==> src/rtl/text_buffer_writer.sv <==
`default_nettype none
// ============================================================================
// text_buffer_writer : byte-stream to character-RAM writer with cursor/clears
// Revision: 1.0
// ============================================================================
module text_buffer_writer #(
    parameter int          DATA_SIZE = 8,
    parameter int          ADDR_SIZE = 12,
    parameter int          COLS      = 80,
    parameter int          ROWS      = 30,
    parameter logic [7:0]  BLANK     = 8'h20
) (
    input  logic                      clk,
    input  logic                      reset,
    input  logic                      in_valid,
    input  logic [7:0]                in_data,
    output logic                      in_ready,
    output logic                      ram_we,
    output logic [ADDR_SIZE-1:0]      ram_addr,
    output logic [DATA_SIZE-1:0]      ram_din,
    output logic [$clog2(COLS)-1:0]   cur_col,
    output logic [$clog2(ROWS)-1:0]   cur_row,
    output logic                      busy
);

    localparam int                   CW        = $clog2(COLS);
    localparam int                   RW        = $clog2(ROWS);
    localparam logic [ADDR_SIZE-1:0] LAST_ADDR = ADDR_SIZE'(ROWS * COLS - 1);
    localparam logic [ADDR_SIZE-1:0] LAST_CNT  = ADDR_SIZE'(COLS - 1);
    localparam logic [CW-1:0]        MAX_COL   = CW'(COLS - 1);
    localparam logic [RW-1:0]        MAX_ROW   = RW'(ROWS - 1);
    localparam logic [7:0]           CH_BS     = 8'h08;
    localparam logic [7:0]           CH_LF     = 8'h0A;
    localparam logic [7:0]           CH_FF     = 8'h0C;
    localparam logic [7:0]           CH_CR     = 8'h0D;

    // The state names the action taken at the next clock edge; the output
    // registers show the action taken at the previous edge.
    typedef enum logic [2:0] {
        S_CLR_ALL = 3'd0,
        S_IDLE    = 3'd1,
        S_PUT     = 3'd2,
        S_ADV     = 3'd3,
        S_CLR_ROW = 3'd4,
        S_WAIT    = 3'd5
    } state_t;

    state_t                 state, state_n;
    logic [ADDR_SIZE-1:0]   cnt, cnt_n;
    logic [CW-1:0]          col_n;
    logic [RW-1:0]          row_n, row_inc;
    logic                   we_n, ready_n, busy_n, accept, printable;
    logic [ADDR_SIZE-1:0]   addr_n;
    logic [DATA_SIZE-1:0]   din_n;

    function automatic logic [ADDR_SIZE-1:0] addr_of(input logic [RW-1:0] r,
                                                     input logic [ADDR_SIZE-1:0] c);
        return ADDR_SIZE'(r) * ADDR_SIZE'(COLS) + c;
    endfunction

    assign accept    = in_valid && in_ready;
    assign printable = (in_data >= 8'h20) && (in_data <= 8'h7E);
    assign row_inc   = (cur_row == MAX_ROW) ? '0 : cur_row + RW'(1);

    always_comb begin
        state_n = state;
        cnt_n   = cnt;
        col_n   = cur_col;
        row_n   = cur_row;
        we_n    = 1'b0;
        addr_n  = ram_addr;
        din_n   = ram_din;
        ready_n = 1'b0;
        busy_n  = 1'b0;
        case (state)
            S_CLR_ALL: begin
                we_n   = 1'b1;
                addr_n = cnt;
                din_n  = DATA_SIZE'(BLANK);
                busy_n = 1'b1;
                if (cnt == LAST_ADDR) begin
                    cnt_n   = '0;
                    state_n = S_WAIT;
                end else begin
                    cnt_n = cnt + ADDR_SIZE'(1);
                end
            end
            S_WAIT: begin
                ready_n = 1'b1;
                state_n = S_IDLE;
            end
            S_IDLE: begin
                ready_n = 1'b1;
                if (accept) begin
                    ready_n = 1'b0;
                    state_n = S_WAIT;
                    if (printable) begin
                        we_n    = 1'b1;
                        addr_n  = addr_of(cur_row, ADDR_SIZE'(cur_col));
                        din_n   = DATA_SIZE'(in_data);
                        state_n = S_ADV;
                    end else begin
                        case (in_data)
                            CH_LF: begin
                                col_n   = '0;
                                row_n   = row_inc;
                                cnt_n   = '0;
                                busy_n  = 1'b1;
                                state_n = S_CLR_ROW;
                            end
                            CH_CR: col_n = '0;
                            CH_BS: begin
                                if (cur_col != '0) begin
                                    col_n = cur_col - CW'(1);
                                end else if (cur_row != '0) begin
                                    row_n = cur_row - RW'(1);
                                    col_n = MAX_COL;
                                end
                                state_n = S_PUT;
                            end
                            CH_FF: begin
                                col_n   = '0;
                                row_n   = '0;
                                cnt_n   = '0;
                                busy_n  = 1'b1;
                                state_n = S_CLR_ALL;
                            end
                            default: ;
                        endcase
                    end
                end
            end
            S_PUT: begin
                we_n    = 1'b1;
                addr_n  = addr_of(cur_row, ADDR_SIZE'(cur_col));
                din_n   = DATA_SIZE'(BLANK);
                state_n = S_WAIT;
            end
            S_ADV: begin
                if (cur_col == MAX_COL) begin
                    col_n   = '0;
                    row_n   = row_inc;
                    cnt_n   = '0;
                    busy_n  = 1'b1;
                    state_n = S_CLR_ROW;
                end else begin
                    // Plain advance can re-open the handshake right away.
                    col_n   = cur_col + CW'(1);
                    ready_n = 1'b1;
                    state_n = S_IDLE;
                end
            end
            S_CLR_ROW: begin
                we_n   = 1'b1;
                addr_n = addr_of(cur_row, cnt);
                din_n  = DATA_SIZE'(BLANK);
                busy_n = 1'b1;
                if (cnt == LAST_CNT) begin
                    cnt_n   = '0;
                    state_n = S_WAIT;
                end else begin
                    cnt_n = cnt + ADDR_SIZE'(1);
                end
            end
            default: begin
                cnt_n   = '0;
                busy_n  = 1'b1;
                state_n = S_CLR_ALL;
            end
        endcase
    end

    always_ff @(posedge clk) begin
        if (reset) begin
            state    <= S_CLR_ALL;
            cnt      <= '0;
            cur_col  <= '0;
            cur_row  <= '0;
            ram_we   <= 1'b0;
            ram_addr <= '0;
            ram_din  <= '0;
            in_ready <= 1'b0;
            busy     <= 1'b1;
        end else begin
            state    <= state_n;
            cnt      <= cnt_n;
            cur_col  <= col_n;
            cur_row  <= row_n;
            ram_we   <= we_n;
            ram_addr <= addr_n;
            ram_din  <= din_n;
            in_ready <= ready_n;
            busy     <= busy_n;
        end
    end

endmodule
`default_nettype wire

==> config.mk <==
export PLATFORM = sky130hd
export DESIGN_NAME = text_buffer_writer
export DESIGN_NICKNAME = d
export VERILOG_FILES = /design/src/rtl/text_buffer_writer.sv
export SDC_FILE = /design/constraint.sdc
export NUM_CORES = 1
export LEC_CHECK = 0
export CAP_MARGIN = 0
export CORE_MARGIN = 10
export CORE_UTILIZATION = 55
export DETAILED_ROUTE_END_ITERATION = 16
export PLACE_DENSITY = 0.83
export SYNTH_ARGS = -nofsm -noshare
export SYNTH_HDL_FRONTEND = slang
export SYNTH_SLANG_ARGS = --single-unit
==> constraint.sdc <==
create_clock -name clk -period 3.2 [get_ports clk]
set_clock_uncertainty 0.05 [all_clocks]
set_input_delay 0.48 -clock clk [delete_from_list [all_inputs] [get_ports clk]]
set_output_delay 0.48 -clock clk [all_outputs]
set_load 0.02 [all_outputs]
# Word-level counts from Yosys, hierarchy flattened
# Index checks and enable logic that the tools add are counted.
[totals] regBits=50 in_bits=11 output_inout_bits=35 elab_cells=109
[classes] addsub=7 mul=1 magnitude_cmp=2 n_eq_ne=25 mux=46 bitwise=1 reduce_logical=18
[op_table] cell="two-way mux 12 bit" n=8
[op_table] cell="one-hot mux 12 bit (5 select lines)" n=1
[op_table] cell="one-hot mux 12 bit (4 select lines)" n=1
[op_table] cell="two-way mux 7 bit" n=5
[op_table] cell="== test 8 x 4 -> 1 bit (second input constant)" n=4
[op_table] cell="two-way mux 5 bit" n=6
[op_table] cell="one-hot mux 7 bit (2 select lines)" n=2
[op_table] cell="one-hot mux 3 bit (6 select lines)" n=1
[op_table] cell="two-way mux 8 bit" n=2
[op_table] cell="one-hot mux 8 bit (2 select lines)" n=1
[op_table] cell="two-way mux 3 bit" n=5
[op_table] cell="one-hot mux 5 bit (3 select lines)" n=1
[op_table] cell="!= test 2 bit (second input constant)" n=7
[op_table] cell="adder 12 x 1 -> 12 bit (second input constant)" n=1
[op_table] cell="adder 12 bit" n=1
[op_table] cell="adder 12 x 7 -> 12 bit" n=1
[op_table] cell="== test 12 bit (second input constant)" n=1
[op_table] cell="== test 12 x 7 -> 1 bit (second input constant)" n=1
[op_table] cell="one-hot mux 5 bit (2 select lines)" n=1
[op_table] cell="AND reduction 5 bit" n=2
[op_table] cell="!= test 3 bit (second input constant)" n=3
[op_table] cell="one-hot mux 3 bit (3 select lines)" n=1
[op_table] cell="AND reduction 3 bit" n=3
[op_table] cell=">= comparator 8 x 6 -> 1 bit (second input constant)" n=1
[op_table] cell="26 further kinds" n=40

# Logic depth before layout (Yosys ltp)
[logic_depth] ltp_word=7 depth_mapped=11

# Worst setup path after synthesis
# Ideal clock, no wire load.
[synth_path] path_type="flip-flop to flip-flop" start="register cur_row[1]" end="register ram_addr[9]" setup_time_ns=0.133 arrival_ns=2.881 required_ns=3.017 path_slack_ns=0.136 path_stages_with_launch=12 n_path_buf=0 period_less_slack_ns=3.064 cell_sequence="dfxtp_1 ha_1 ha_1 inv_1 fa_1 inv_1 ha_1 a21oi_1 inv_1 or4b_2 o211ai_1 a21oi_1"
[synth_via] elab_chain_cells=5 elab_cells_between_ends=6 classes_between="add/sub: 2; mul: 1; mux: 3"
[synth_rtl] item="start: declaration" line="22" source="output logic [$clog2(ROWS)-1:0] cur_row,"
[synth_rtl] item="start signal: assignment" line="188" source="cur_row <= row_n;"
[synth_rtl] item="multiplier 5 x 3 -> 8 bit *" line="58" source="return ADDR_SIZE'(r) * ADDR_SIZE'(COLS) + c;"
[synth_rtl] item="adder 12 x 7 -> 12 bit" line="58"
[synth_rtl] item="two-way mux 12 bit" line="97" source="if (printable) begin"
[synth_rtl] item="two-way mux 12 bit" line="94" source="if (accept) begin"
[synth_rtl] item="one-hot mux 12 bit (4 select lines) *" line="75" source="case (state)"
[synth_rtl] item="end signal: assignment" line="190" source="ram_addr <= addr_n;"
[synth_rtl] item="end: declaration" line="19" source="output logic [ADDR_SIZE-1:0] ram_addr,"
# Mark *: on every way between the ends. The rest lies on a longest branch, timed or not. The select of a mux whose other input is x is not followed.
# A chain may end at the register's enable or synchronous reset.

# Worst setup path in the final report
[layout_path] start="register cur_row[3]" end="register ram_addr[9]"
# Same word-level chain as after synthesis.

==> flow_summary.yaml <==
clock_network:
  path_clk_slew_ps: 100
  postCtsSetupBuffers: 0
  post_cts_resized: 0
  htree_levels: 2
  cts_buffer_depth: 2
  cts-buffers-inserted: 5
  ctsRootBufferMaster: "clkbuf_8"
  insertion_delay_ps: 310
  clkSinkCount: 50
  cts_tree: "yes"
  cts_hold_buffers: 0
timing:
  hold_viol: 0
  relSlewSlack_pct: 22.1
  drv_slew: 0
  fin_crit_sh_pct: 91.0
  tightest_slew_ps: 1170
  max_freq_mhz: 343
  fin_ws_ps: 287
  final.setup.tns_ps: 0
  fin_crit_ps: 2910
  rsz0062_at_grt: "false"
  setup_viol: 0
detailed_routing:
  antenna_left: 0
  wl_um: 10200
  firstDrtPassIters: 5
  first_iter_violations: 274
  routedWlPerCell_um: 17.7
  via_count: 3732
  drc: 0
  viasPerCell: 6.46
setup_path:
  crit_type: "reg -> reg"
  startpoint: "cur_row[3]"
  start_kind: "flop"
  max_stage_delay_ps: 620
  slowest_stage: "or4b_2"
  crit_buf_inv: 3
  critPathTopFamily: "adder cells"
  r2r_start: "cur_row[3]"
  worstPathCellList: "ha_1, ha_1, inv_1, fa_1, inv_1, ha_1, a21oi_1, inv_1, or4b_2, o211ai_1, a21oi_1"
  cp_max_fo: 4
  critPathArrivalTime_ps: 3070
  worst_setup_path_end_kind: "flop"
  critPathRequiredTime_ps: 3360
logic_synthesis:
  synth-main-ff-cell: "dfxtp_1"
  synth_warnings: 0
  synth_cells: 466
  synth_area_mm2: 0.00366
  ys_seq_elements: 50
  synth_top_cell_by_area: "dfxtp_1"
  synth_top_area_share_pct: 27.4
  synthTopCellsByCount: "dfxtp_1 (50), nand2_1 (48), a21oi_1 (35)"
  syn_avg_cell_area_um2: 7.85
  yosysMostFrequentCell: "dfxtp_1"
  synth_edf_count: 0
  async_flop_share_pct: 0
  synth_fp_nets: 499
  synth-seq-area-share_pct: 27.4
  synth_area_leaders: "dfxtp_1 (27%), ha_1 (6.8%), nand2_1 (4.9%)"
  ys_types: 71
status:
  outcome: "complete, no violations"
die:
  start_util_pct: 57.2
  core_mm2: 0.00639
  dieArea_mm2: 0.0103
  die_w_um: 102
  boundaryPins: 46
  die_y_um: 102
  row_count: 29
worst_hold_path:
  hold_path.class: "reg -> reg"
  min_from: "ram_din[4]"
place:
  io_buffers: 45
  routabilityCongestion: 0.921
  dpl.hpwl_um: 7470
  place_ws_ps: 164
global_route:
  grt-ovfl-total: 0
  grt_pass1_vias: 3535
  grt_first_pass_wirelength_um: 17200
  grt_usage_pct: 19.9
  antenna_found_initial: 0
  grt_max_degree: 46
finish:
  multiInputGateArea_mm2: 0.00243
  seq_area_mm2: 0.00100
  antennaDiodeCount: 0
  nets: 533
  layout-drive-gt1-share_pct: 8.78
  area_delta_synth_final_pct: 18.4
  n_fill_cell: 555
power:
  powerDensity_mw_per_mm2: 384
  leakagePower_nw: 1.64
  ir_drop_mv: 0.254
flow_run:
  drv_cap: 0
## stage by stage
stage	total power [W]	instance area, µm²	util [%]	hold WS [ps]	cells
6_report	0.00166	4330	67.8	405	578
5_1_grt	0.00175	4330	67.8	434	578
4_1_cts	0.00167	4330	67.8	407	578
3_5_place_dp	0.00120	4210	66.0	393	570
3_3_place_gp	0.00119	4210	66.0	388	570
2_1_floorplan	0.00102	3660	-	421	466
## layout by cell type, fill, tap and decap left out, drive strengths merged, types with 19 or more instances in the layout
cell type	count
nand2	48
a311oi	19
ha	20
inv	19
buf	20
o21ai	23
nor2	31
clkdlybuf4s50	45
a21oi	35
dfxtp	50
## sequential cells by signal (all words and copies together), names as in the netlist
signal,flops
state,3
ram_din,8
cnt,12
busy,1
ram_we,1
cur_col,7
in_ready,1
ram_addr,12
cur_row,5
## report_power, final
group          switching (W)  internal, W  leakage, nW  total [W]
registers          0.0000338     0.000672        0.405   0.000706
clock network       0.000231     0.000237       0.0587   0.000469
logic               0.000280     0.000206         1.18   0.000486
total               0.000545      0.00112         1.64    0.00166
## tightest hold or removal path: stages, from the launching register on
cell and delay (ps):
dfxtp_1 320, nand2_1 50, a21oi_1 50
## kinds of logic after synthesis
group,share of synthesized area (%)
and+or+nand+nor,24.2
AOI/OAI and AO/OA,28.4
muxes,3.66
buffers and inverters,6.02
xor gates and xnor gates,2.40
adders and majority gates,7.94
DFF,27.4
## layout make-up
type,instances,area share (%)
clock buffers,5,1.59
flip-flops and latches,50,23.1
well taps,77,2.23
clock inverters,3,1.10
multi-input cells,360,56.2
repair buffers,65,14.2
inverters,18,1.56
## final timing paths
path	to	slack [ps]	cells past startpoint
max	ram_addr[9]	290	11
min	ram_din[4]	400	2
max reg2reg	ram_addr[9]	290	11
min reg2reg	ram_din[4]	400	2
## layer usage
| metal | vias to the layer above | GRT usage (%) | share of wire (%) |
|---|---|---|---|
| met3 | 17 | 4.56 | 7.7 |
| met1 | 1753 | 26.6 | 45 |
| met4 | 0 | 5.36 | 1.3 |
| met5 | - | 0 | 0 |
| li1 | 1827 | - | - |
| met2 | 135 | 31.3 | 46 |
Note: power is estimated with default switching activity, not from simulation.
